`config.mk`:
```
export PLATFORM = sky130hd
export DESIGN_NAME = usf_adc_top
export DESIGN_NICKNAME = d
export VERILOG_FILES = /design/src/rtl/usf_adc_pkg.sv /design/src/rtl/usf_adc_spi_frame.sv /design/src/rtl/usf_adc_top.sv
export SDC_FILE = /design/constraint.sdc
export NUM_CORES = 1
export LEC_CHECK = 0
export CELL_PAD_IN_SITES_DETAIL_PLACEMENT = 1
export CELL_PAD_IN_SITES_GLOBAL_PLACEMENT = 1
export CORE_MARGIN = 2
export CORE_UTILIZATION = 49
export DETAILED_ROUTE_END_ITERATION = 16
export PLACE_DENSITY_LB_ADDON = 0.15
export SLEW_MARGIN = 25
export SYNTH_ARGS = -nofsm -noshare
export SYNTH_HDL_FRONTEND = slang
export SYNTH_HIERARCHICAL = 1
export SYNTH_SLANG_ARGS = --single-unit
```
`constraint.sdc`:
```
create_clock -name clk -period 4.9 [get_ports clk]
set_clock_uncertainty 0.1 [all_clocks]
set_input_delay 1.47 -clock clk [delete_from_list [all_inputs] [get_ports clk]]
set_output_delay 1.47 -clock clk [all_outputs]
set_load 0.01 [all_outputs]
```
`src/rtl/usf_adc_pkg.sv`:
```
// Shared types and ADC configuration helpers for the dual-channel LTC2308 capture front end.
package usf_adc_pkg;

  typedef enum logic [1:0] {
    ST_IDLE,
    ST_CONV,
    ST_SHIFT,
    ST_GAP
  } state_t;

  // Single-ended, unipolar, no sleep; S1/S0 fixed at 0 so only channels 0 and 1 are reachable.
  localparam logic CFG_SD  = 1'b1;
  localparam logic CFG_UNI = 1'b1;
  localparam logic CFG_SLP = 1'b0;

  function automatic logic [5:0] cfg_word(input logic ch);
    return {CFG_SD, ch, 1'b0, 1'b0, CFG_UNI, CFG_SLP};
  endfunction

endpackage

```
`src/rtl/usf_adc_spi_frame.sv`:
```
// One 12-bit SPI shift window: clocks out the 6-bit config on din while capturing
// 12 result bits from dout on the sck rising edges.
module usf_adc_spi_frame
  import usf_adc_pkg::*;
#(
  parameter int SCK_HALF = 2
) (
  input  logic        clk,
  input  logic        reset,
  input  logic        start,
  input  logic [5:0]  cfg,
  input  logic        dout,
  output logic        sck,
  output logic        din,
  output logic [11:0] data,
  output logic        done
);

  localparam int HW = (SCK_HALF > 1) ? $clog2(SCK_HALF) : 1;

  logic          active;
  logic [HW-1:0] half_cnt;
  logic [3:0]    bit_cnt;
  logic [11:0]   rx;
  logic [4:0]    tx;
  logic          half_end;

  assign half_end = (half_cnt == HW'(SCK_HALF - 1));

  // The first config bit is put on din at start so it is stable before the first rising edge;
  // later bits change on falling edges. done rises together with the last falling edge.
  always_ff @(posedge clk or negedge reset) begin
    if (!reset) begin
      active   <= 1'b0;
      half_cnt <= '0;
      bit_cnt  <= '0;
      rx       <= '0;
      tx       <= '0;
      sck      <= 1'b0;
      din      <= 1'b0;
      data     <= '0;
      done     <= 1'b0;
    end else begin
      done <= 1'b0;
      if (start) begin
        active   <= 1'b1;
        half_cnt <= '0;
        bit_cnt  <= '0;
        sck      <= 1'b0;
        din      <= cfg[5];
        tx       <= cfg[4:0];
      end else if (active) begin
        if (!half_end) begin
          half_cnt <= half_cnt + 1'b1;
        end else begin
          half_cnt <= '0;
          if (!sck) begin
            sck <= 1'b1;
            rx  <= {rx[10:0], dout};
          end else begin
            sck <= 1'b0;
            if (bit_cnt == 4'd11) begin
              active <= 1'b0;
              done   <= 1'b1;
              data   <= rx;
              din    <= 1'b0;
            end else begin
              bit_cnt <= bit_cnt + 4'd1;
              din     <= tx[4];
              tx      <= {tx[3:0], 1'b0};
            end
          end
        end
      end
    end
  end

endmodule

```
`src/rtl/usf_adc_top.sv`:
```
// Alternating A/B capture sequencer for an LTC2308-style ADC; packs each A/B pair
// into one 32-bit word and strobes it into the downstream sample FIFO.
module usf_adc_top
  import usf_adc_pkg::*;
#(
  parameter int   SCK_HALF    = 2,
  parameter int   CONV_CYCLES = 80,
  parameter int   GAP_CYCLES  = 4,
  parameter logic CH_A        = 1'b0,
  parameter logic CH_B        = 1'b1
) (
  input  logic        clk,
  input  logic        reset,
  input  logic        en,
  output logic        sck,
  output logic        cs,
  output logic        din,
  input  logic        dout,
  output logic [31:0] fifo_in_writedata,
  output logic        fifo_in_write
);

  localparam int CW = $clog2(CONV_CYCLES) + 1;

  state_t        state, next_state;
  logic [CW-1:0] cnt;
  logic          start;
  logic          done;
  logic [11:0]   spi_data;
  logic [11:0]   reading_a;
  logic [11:0]   reading_b;
  logic          next_ch;
  logic          label_ch;
  logic          primed;

  assign cs = (state == ST_CONV);

  usf_adc_spi_frame #(
    .SCK_HALF(SCK_HALF)
  ) u_frame (
    .clk  (clk),
    .reset(reset),
    .start(start),
    .cfg  (cfg_word(next_ch)),
    .dout (dout),
    .sck  (sck),
    .din  (din),
    .data (spi_data),
    .done (done)
  );

  always_ff @(posedge clk or negedge reset) begin
    if (!reset) begin
      state <= ST_IDLE;
      cnt   <= '0;
    end else begin
      state <= next_state;
      // The done cycle already has cs and sck low, so it counts as the first gap cycle.
      if (next_state != state)
        cnt <= (next_state == ST_GAP) ? CW'(1) : '0;
      else
        cnt <= cnt + 1'b1;
    end
  end

  always_comb begin
    next_state = state;
    start      = 1'b0;
    unique case (state)
      ST_IDLE:  if (en) next_state = ST_CONV;
      ST_CONV: begin
        if (cnt == CW'(CONV_CYCLES - 1)) begin
          start      = 1'b1;
          next_state = ST_SHIFT;
        end
      end
      ST_SHIFT: if (done) next_state = ST_GAP;
      ST_GAP: begin
        if (cnt == CW'(GAP_CYCLES - 1))
          next_state = en ? ST_CONV : ST_IDLE;
      end
      default:  next_state = ST_IDLE;
    endcase
  end

  // Data arriving in a frame belongs to the channel configured one frame earlier (label_ch);
  // the first frame after IDLE only primes the ADC and its data is dropped.
  always_ff @(posedge clk or negedge reset) begin
    if (!reset) begin
      reading_a         <= '0;
      reading_b         <= '0;
      next_ch           <= CH_A;
      label_ch          <= CH_A;
      primed            <= 1'b0;
      fifo_in_writedata <= '0;
      fifo_in_write     <= 1'b0;
    end else begin
      fifo_in_write <= 1'b0;
      if (state == ST_IDLE) begin
        primed  <= 1'b0;
        next_ch <= CH_A;
      end else if (done) begin
        if (primed) begin
          if (label_ch == CH_A) begin
            reading_a <= spi_data;
          end else begin
            reading_b         <= spi_data;
            fifo_in_writedata <= {4'h0, spi_data, 4'h0, reading_a};
            fifo_in_write     <= 1'b1;
          end
        end
        primed   <= 1'b1;
        label_ch <= next_ch;
        next_ch  <= (next_ch == CH_A) ? CH_B : CH_A;
      end
    end
  end

endmodule

```
==> results.cfg <==
[outcome]
outcome = completed

[pwr]
power.combinational.fraction_pct = 15.7
power.net_switching_uw = 499.5
pwr_density_cell_mw_per_mm2 = 399.1
swShare_pct = 29.01
clkPwrFrac_pct = 31.1
static-leakage-power_uw = 0.002037
internal_power_uw = 1223
seq_power_share_pct = 53.2
irDropWorstVdd_uv = 205.0

[min_path]
hold_class = flop to flop
worst_hold_path.endpoint = reading_a[2]$_DFFE_PN0P_
worst_hold_startpoint = reading_a[2]$_DFFE_PN0P_
hold-path-cell-count = 1

[drt]
routed_wl_microns = 6885
initialDrtViolationCount = 69
routed_vias = 2246
detailedRoute.firstPassIterationCount = 4
routedWlPerCell_microns = 16.39
final_antenna_net_count = 0
vias_per_cell = 5.348
detail_route.drc_violations = 0

[finish]
area_growth_syn_to_layout_pct = 15.24
antennaDiodeCount = 0
final_cell_mix = 88 x dfrtp_1, 61 x mux2_2, 30 x clkdlybuf4s50_1
final_common_cell = dfrtp_1
fill_cells = 734
nNetsFinal = 322
layout-drive-gt1-share_pct = 27.41

[yosys]
post_synth_xor_area_fraction_pct = 1.169
yosysUniqueCellTypes = 45
async_flop_share_pct = 100.0
synthDominantAreaCellType = dfrtp_1
synth_cells = 282
synth_simple_gate_area_share_pct = 8.954
synth-compound-area-share_pct = 7.016
synth.yosys.seq_area_share_pct = 58.80
yosysWarningCount = 6
synth_adder_area_share_pct = 0.6682
netlist.area_leader.share_pct = 58.80
muxShareOfSynthArea_pct = 18.61
netlist_area_sq_mm = 0.003745
combinational_family_with_the_most_area_after_synthesis = multiplexers
yosys-top-cells-area = dfrtp_1 59%, mux2_2 18%, buf_4 2.6%
ys.flop_type = dfrtp_1
syn_area_per_cell_sq_um = 13.28
synth_enable_flop_cells = 0
yosys_register_bits = 88

[setup_path]
worstSetupPathType = flop to primary output
worst-r2r-cell-count = 6
path_buf_inv = 2
critical_path.endpoint_type = primary output
worst_setup_path_start_kind = flop
timing.critical_path.depth = 3
highest_delay_cell_along_the_critical_path = clkdlybuf4s50_1
critPathMaxFanout = 9
regToRegEndpoint = u_frame/data[2]$_DFFE_PN0P_
critical_path_cell_list = inv_1, nor2_1, clkdlybuf4s50_1
path_delay_family = buffers and inverters
ff2ff_setup_slack_ns = 2.20
rr_startpoint = cnt[0]$_DFF_PN0_
timing.critical_path.slowest_cell_delay_ns = 0.54
critPathRequiredTime_ns = 3.33
critical_path_arrival_ns = 1.60

[sta]
period_utilisation_layout_pct = 64.75
period_needed_ns = 3.173
grt_setup_unrepaired = false
timing.hold.ws_ns = 0.4102
final_hold_viol_count = 0
setup_tns_ns = 0
final-max-slew-violation-count = 0
timing_worst_slew_pin_value_ns = 0.9220
finalSetupViolCount = 0
maxSlewHeadroom_pct = 38.20
max_clock_freq_mhz = 315.2

[clock_network]
clkSinkCount = 88
clock_insertion_delay_worst_skew_ns = 0.35
htree_levels = 3
post_cts.repair.setup_buffers = 0
ctsResizeCount = 0
post_cts_hold_buffer_count = 0
cts_buffers = 9
clockRootBuffer = clkbuf_8
clk_transition_reported_paths_ns = 0.08
clockBufferDepth = 2
cts_tree = done

[run]
max_cap_viol_count = 0

[die]
dieHeight_microns = 91.42
die_w_microns = 91.42
floorplan.die_area_sq_mm = 0.008358
io-pin-count = 40
core_region_area_sq_mm = 0.007331
number_of_core_rows = 31
floorplan.initialDensity_pct = 51.08

[global_route]
grt_start_max_net_pins = 75
grt.total_usage_pct = 18.72
grt_pass1_vias = 2490
overflow = 0
grt_first_pass_wirelength_microns = 12340
antenna_found_initial = 0

[placement]
dp_hpwl_microns = 4580
io_buffers = 31
globalplace.congestion = 0.7785
==> worst reg2reg max path: cells and delay by family (launching register included) <==
kind | cells | cell delay [ns]
and+or+nand+nor | 2 | 0.91
DFF | 1 | 0.44
buffers and inverters | 2 | 0.42
muxes | 1 | 0.42
adders and majority gates | 1 | 0.30
==> cells in the mapped netlist (2+ instances only) <==
cell type	count
dfrtp_1	88
buf_2	2
a21oi_1	15
nand2_1	4
clkbuf_1	5
xnor2_1	3
mux2_2	61
a31oi_1	4
o21ai_0	15
buf_4	13
nor2b_1	6
ha_1	2
buf_6	2
nand3_1	9
conb_1	2
xor2_1	2
nor2_1	9
or3_1	5
inv_1	5
nor3_1	5
==> sequential cells by signal, summed over array words and instances, names as in the netlist, 2 cells and up <==
register and flops:
u_frame/data 12, cnt 8, u_frame/bit_cnt 4, u_frame/rx 12
reading_a 12, fifo_in_writedata 24, state 2, u_frame/tx 5
==> through the flow <==
stage	utilization (%)	setup WS, ns	area [sq um]	std cells	power (uW)
floorplan	-	2.532	3786	293	1115
global placement	55.88	2.020	4096	404	1177
detailed placement	55.97	1.980	4103	404	1202
CTS	58.87	1.698	4315	420	1747
global route	58.87	1.612	4315	420	1820
finish	58.87	1.727	4315	420	1722
==> worst max-delay path by stage <==
stage | start | endpoint | slack (ns)
4_1_cts | state[0]$_DFF_PN0_ | cs | 1.70
2_1_floorplan | cnt[4]$_DFF_PN0_ | u_frame/din$_DFFE_PN0P_ | 2.53
3_5_place_dp | en | cnt[2]$_DFF_PN0_ | 1.98
3_3_place_gp | en | cnt[2]$_DFF_PN0_ | 2.02
5_1_grt | state[0]$_DFF_PN0_ | cs | 1.61
6_report | state[0]$_DFF_PN0_ | cs | 1.73
==> cell families (layout without fill, tap and decap cells) <==
family          after synthesis  count (layout)
other cells                   2              13
simple gates                 52              52
flops                        88              88
mux                          62              62
fa+ha+maj                     2               2
buf+inv                      28              56
compound gates               43              43
xor+xnor                      5               5
==> metal layers <==
layer / global-route usage, % / up-vias / wire length, microns / share of wire, %
li1: - / 1049 / - / -
met1: 23.71 / 1157 / 3131 / 45
met2: 30.94 / 30 / 3483 / 51
met3: 4.564 / 10 / 151 / 2.2
met4: 7.323 / 0 / 118 / 1.7
met5: 0 / - / 0 / 0
==> power by group through the flow <==
stage	registers (uW)	clock network (uW)	logic (uW)
after floorplan	887	0	228
after global placement	922	0	255
after detailed placement	929	0	272
after CTS	916	556	274
after global routing	933	585	301
final	916	536	270
==> final cells by class <==
type                            count  area (sq um)  share of cell area [%]
Timing Repair Buffer               34         330.3                   7.654
Sequential cell                    88          2202                   51.03
Clock buffer                       11         131.4                   3.044
Multi-Input combinational cell    177          1424                   33.00
Clock inverter                      5         81.33                   1.885
Tap cell                           99         123.9                   2.870
Inverter                            6         22.52                  0.5219
Power figures use the tool's default switching activity.
==> variant 1, RTL diff (config.mk and constraints unchanged) <==
`SCK_HALF` is set to 2 in 2 places; all go to 4.
--- a/src/rtl/usf_adc_spi_frame.sv
+++ b/src/rtl/usf_adc_spi_frame.sv
@@ -3,7 +3,7 @@
 module usf_adc_spi_frame
   import usf_adc_pkg::*;
 #(
-  parameter int SCK_HALF = 2
+  parameter int SCK_HALF = 4
 ) (
   input  logic        clk,
   input  logic        reset,
--- a/src/rtl/usf_adc_top.sv
+++ b/src/rtl/usf_adc_top.sv
@@ -3,7 +3,7 @@
 module usf_adc_top
   import usf_adc_pkg::*;
 #(
-  parameter int   SCK_HALF    = 2,
+  parameter int   SCK_HALF    = 4,
   parameter int   CONV_CYCLES = 80,
   parameter int   GAP_CYCLES  = 4,
   parameter logic CH_A        = 1'b0,
Check against the original RTL: same outputs for any inputs over 10 cycles, from zero or initial values and one cycle with reset low; that may be too few to reach the edited logic, so the function may still have changed.
==> variant 1 against the unedited design <==
- utilization down 1.5 points
- first-iteration DRC count up 2.9%
- non-clock buffer count unchanged
- sequential cell count up 1
- clock power down 3.7%
- design area up 1.7%
- largest power group unchanged
- wire length up 7.9%
- hold slack better by 0.00072 ns
- worst setup slack worse by 0.099 ns
- area after synthesis up 2.4%
- power down 4.2%
- combinational power down 13%
==> variant 1: results (changes against the unedited design) <==
\begin{tabular}{lr}
\hline
Metric & Value \\
\hline
\multicolumn{2}{l}{\textbf{Timing}} \\
\quad Max transition margin & 34.25\% (-3.9 points) \\
\multicolumn{2}{l}{\textbf{Global routing}} \\
\quad Met2 Track Usage GR & 29.50\% (-1.4 points) \\
\quad GR met3 Demand/Resource & 4.963\% (+0.40 points) \\
\quad All-layer global routing usage & 18.97\% (+0.24 points) \\
\quad Met1 demand-to-capacity share in global routing & 25.94\% (+2.2 points) \\
\quad Vias in the first global route & 2527 (+1.5\%) \\
\quad First-pass GRT wire length & 12.59 mm (+2.0\%) \\
\multicolumn{2}{l}{\textbf{Place}} \\
\quad Final HPWL DP & 4.887 mm (+6.7\%) \\
\quad DP Worst Slack & 1.986 ns (+0.006740 ns) \\
\multicolumn{2}{l}{\textbf{Power and ir drop}} \\
\quad Switching power & 0.4969 mW (-0.53\%) \\
\quad Part of the total power dissipated in combinational logic & 14.3\% (-1.4 points) \\
\quad Final total power & 1.651 mW (-4.2\%) \\
\quad Leakage power figure & 2.102 nW (+3.2\%) \\
\multicolumn{2}{l}{\textbf{Critical path}} \\
\quad Worst EP arrival & 1.70 ns (+0.10 ns) \\
\multicolumn{2}{l}{\textbf{Cells and area}} \\
\quad Final core utilization & 57.41\% (-1.5 points) \\
\quad Nonclk inv count & 8 (+2) \\
\quad \#MultiIn Comb & 179 (+1.1\%) \\
\quad Area of the multi-input gates & 0.001475 sq mm (+3.6\%) \\
\quad Proportion of final cell area spent on non-clock buffers & 7.524\% (-0.13 points) \\
\multicolumn{2}{l}{\textbf{CTS}} \\
\quad Clk sink count & 89 (+1.1\%) \\
\multicolumn{2}{l}{\textbf{Route}} \\
\quad WL per Instance & 17.36 microns (+5.9\%) \\
\quad Total Routed Length & 7.431 mm (+7.9\%) \\
\quad Initial drt markers & 71 (+2.9\%) \\
\quad Met3 wire len & 223 microns (+48\%) \\
\quad Routed vias & 2306 (+2.7\%) \\
\multicolumn{2}{l}{\textbf{Yosys}} \\
\quad Cell types with the highest counts after synthesis & 89 x sky130\_fd\_sc\_hd\_\_dfrtp\_1, 52 x sky130\_fd\_sc\_hd\_\_mux2\_2, 15 x sky130\_fd\_sc\_hd\_\_nor2\_1, 13 x sky130\_fd\_sc\_hd\_\_buf\_4 \\
\quad Register area share after synthesis & 58.09\% (-0.71 points) \\
\quad Number of library cell types mapped by synthesis & 47 (+4.4\%) \\
\multicolumn{2}{l}{\textbf{Status}} \\
\quad Outcome & finished, final reports clean \\
\hline
\end{tabular}
variant 1: cell count changes after synthesis, sizes merged, moves of 2 or more:
| cell | before | now |
|---|---|---|
| nor2b | 6 | 1 |
| clkbuf | 5 | 2 |
| o22ai | 1 | 5 |
| inv | 6 | 8 |
| xnor2 | 3 | 1 |
| a221oi | 0 | 3 |
| a21oi | 15 | 11 |
| a31oi | 4 | 0 |
| o21ai | 16 | 12 |
| nor2 | 9 | 15 |
variant 1: cells by family (layout without fill, tap and decap cells):
| kind of cell | Yosys count | count (layout) | synth area share [%] |
|---|---|---|---|
| xor gates and xnor gates | 4 | 4 | 0.9140 |
| adders and majority gates | 3 | 3 | 0.9792 |
| buffers and inverters | 28 | 58 | 4.667 |
| DFF | 89 | 89 | 58.09 |
| muxes | 63 | 63 | 19.32 |
| and+or+nand+nor | 56 | 56 | 8.878 |
| AOI/OAI and AO/OA | 40 | 40 | 6.952 |
| other | 2 | 13 | 0.1959 |
variant 1: final timing paths:
| kind | from | end | slack, ns |
|---|---|---|---|
| min in group asynchronous | reset | cnt[0] | 1.10 |
| min | fifo_in_writedata[6] | fifo_in_writedata[6] | 0.41 |
| max reg2reg | cnt[0] | u_frame/rx[6] | 2.19 |
| min reg2reg | fifo_in_writedata[6] | fifo_in_writedata[6] | 0.41 |
| max | state[0] | cs | 1.63 |
| max in group asynchronous | reset | fifo_in_writedata[0] | 2.76 |
variant 1: worst max-delay path: stages (launching register included):
cell                              delay, ns
sky130_fd_sc_hd__dfrtp_1               0.52
sky130_fd_sc_hd__inv_1                 0.14
sky130_fd_sc_hd__nor2_1                0.12
sky130_fd_sc_hd__clkdlybuf4s50_1       0.55
==> variant 2, RTL diff (same flow settings) <==
Without the edit above. Register the output `fifo_in_write` once more; this adds one clock of latency there. The other outputs are not delayed to match.
--- a/src/rtl/usf_adc_top.sv
+++ b/src/rtl/usf_adc_top.sv
@@ -21,6 +21,8 @@
 );
 
   localparam int CW = $clog2(CONV_CYCLES) + 1;
+
+  logic fifo_in_write_s0;
 
   state_t        state, next_state;
   logic [CW-1:0] cnt;
@@ -93,9 +95,9 @@
       label_ch          <= CH_A;
       primed            <= 1'b0;
       fifo_in_writedata <= '0;
-      fifo_in_write     <= 1'b0;
+      fifo_in_write_s0  <= 1'b0;
     end else begin
-      fifo_in_write <= 1'b0;
+      fifo_in_write_s0 <= 1'b0;
       if (state == ST_IDLE) begin
         primed  <= 1'b0;
         next_ch <= CH_A;
@@ -106,7 +108,7 @@
           end else begin
             reading_b         <= spi_data;
             fifo_in_writedata <= {4'h0, spi_data, 4'h0, reading_a};
-            fifo_in_write     <= 1'b1;
+            fifo_in_write_s0  <= 1'b1;
           end
         end
         primed   <= 1'b1;
@@ -116,5 +118,9 @@
     end
   end
 
+  always_ff @(posedge clk) begin
+    fifo_in_write <= fifo_in_write_s0;
+  end
+
 endmodule
 
Check against the original RTL: no difference found for any inputs over 10 cycles, from zero or initial values and one cycle with reset low; that may be too few to reach the edited logic, so the function may still have changed.
==> variant 2 against the unedited design <==
- area after synthesis increased by 0.53%
- synthesized cell count increased by 0.35%
- worst setup slack got worse by 0.019 ns
- via count decreased by 0.22%
- cell count increased by 0.24%
- maximum frequency decreased by 0.61%
- clock power increased by 15%
- register-to-register slack got worse by 0.05 ns
- power increased by 5.4%
- wire length increased by 3.1%
- sequential cell count increased by 1
- largest power group unchanged
- non-clock buffer count unchanged
- die area increased by 0.51%
- design area increased by 1.3%
==> variant 2: results (changes against the unedited design) <==
\begin{tabular}{lr}
\hline
Metric & Value \\
\hline
\multicolumn{2}{l}{\textbf{Status}} \\
\quad Outcome & finished, final reports clean \\
\multicolumn{2}{l}{\textbf{Global routing}} \\
\quad Met1 demand-to-capacity share in global routing & 24.84\% (+1.1 points) \\
\quad All-layer global routing usage & 18.91\% (+0.18 points) \\
\quad Vias in the first global route & 2481 (-0.36\%) \\
\quad First-pass GRT wire length & 12.48 mm (+1.1\%) \\
\quad GR met3 Demand/Resource & 4.273\% (-0.29 points) \\
\quad Pin count of the biggest net entering global routing & 74 (-1.3\%) \\
\multicolumn{2}{l}{\textbf{Floorplan}} \\
\quad Die Wd & 91.66 microns (+0.26\%) \\
\multicolumn{2}{l}{\textbf{Yosys}} \\
\quad Number of library cell types mapped by synthesis & 46 (+2.2\%) \\
\quad Asr flop ratio synth & 98.88\% (-1.1 points) \\
\quad Ranking of synthesized cells by area & sky130\_fd\_sc\_hd\_\_dfrtp\_1 58\%, sky130\_fd\_sc\_hd\_\_mux2\_2 18\%, sky130\_fd\_sc\_hd\_\_buf\_4 2.6\% \\
\quad Mux cell area share after synthesis & 18.51\% (-0.099 points) \\
\quad Post-Synth XOR/XNOR Area & 1.163\% (-0.0062 points) \\
\quad Register area share after synthesis & 59.02\% (+0.22 points) \\
\quad Share of synthesized cell area in full adder, half adder and majority cells & 0.6647\% (-0.0036 points) \\
\multicolumn{2}{l}{\textbf{Timing}} \\
\quad Worst Max-Slew Pin Slew & 0.9534 ns (+0.03141 ns) \\
\multicolumn{2}{l}{\textbf{Route}} \\
\quad Total routed wire length on the met1 layer & 3.197 mm (+2.1\%) \\
\quad Met3 wire len & 195 microns (+29\%) \\
\quad Routed vias & 2241 (-0.22\%) \\
\multicolumn{2}{l}{\textbf{Cells and area}} \\
\quad Proportion of final cell area spent on non-clock buffers & 7.554\% (-0.10 points) \\
\quad Fraction of final layout cells sized beyond drive strength 1 & 27.95\% (+0.54 points) \\
\quad Post-layout nets & 323 (+0.31\%) \\
\quad Clk tree area frac & 5.722\% (+0.79 points) \\
\quad \# clk buffers & 10 (-1) \\
\quad Proportion of cell area occupied by multi-input gates & 32.56\% (-0.43 points) \\
\quad Fill cells & 725 (-1.2\%) \\
\multicolumn{2}{l}{\textbf{Place}} \\
\quad Placer's final routability congestion estimate & 0.7831 (+0.59\%) \\
\multicolumn{2}{l}{\textbf{Power and ir drop}} \\
\quad Max rail drop VDD & 0.1670 mV (-19\%) \\
\quad Cell internal pwr & 1.298 mW (+6.2\%) \\
\quad Flop+latch power & 0.930 mW (+2\%) \\
\quad Leakage power figure & 2.069 nW (+1.6\%) \\
\multicolumn{2}{l}{\textbf{Critical path}} \\
\quad Worst EP arrival & 1.62 ns (+0.02 ns) \\
\multicolumn{2}{l}{\textbf{CTS}} \\
\quad Clk sink count & 89 (+1.1\%) \\
\hline
\end{tabular}
[variant 2: changes by cell type after synthesis, sizes merged]
cell   before  now
dfxtp       0    1
[variant 2: worst paths after layout]
path / startpoint / to / slack (ns) / cells after the start
setup / recovery: state[0] / cs / 1.71 / 3
hold / removal: fifo_in_write_s0 / fifo_in_write / 0.25 / 0
setup reg to reg: cnt[0] / u_frame/data[10] / 2.15 / 6
hold reg to reg: fifo_in_write_s0 / fifo_in_write / 0.25 / 0
max in group asynchronous: reset / u_frame/data[10] / 2.78 / 2
min in group asynchronous: reset / cnt[0] / 1.11 / 1
[variant 2: through the flow]
| stage | utilization (%) | std cells | power, mW | hold slack [ns] |
|---|---|---|---|---|
| floorplan | - | 294 | 1.124 | 0.2242 |
| global placement | 56.15 | 405 | 1.186 | 0.2267 |
| detailed placement | 56.15 | 405 | 1.205 | 0.2350 |
| CTS | 59.57 | 421 | 1.834 | 0.2563 |
| global route | 59.65 | 421 | 1.921 | 0.2712 |
| finish | 59.65 | 421 | 1.815 | 0.2521 |
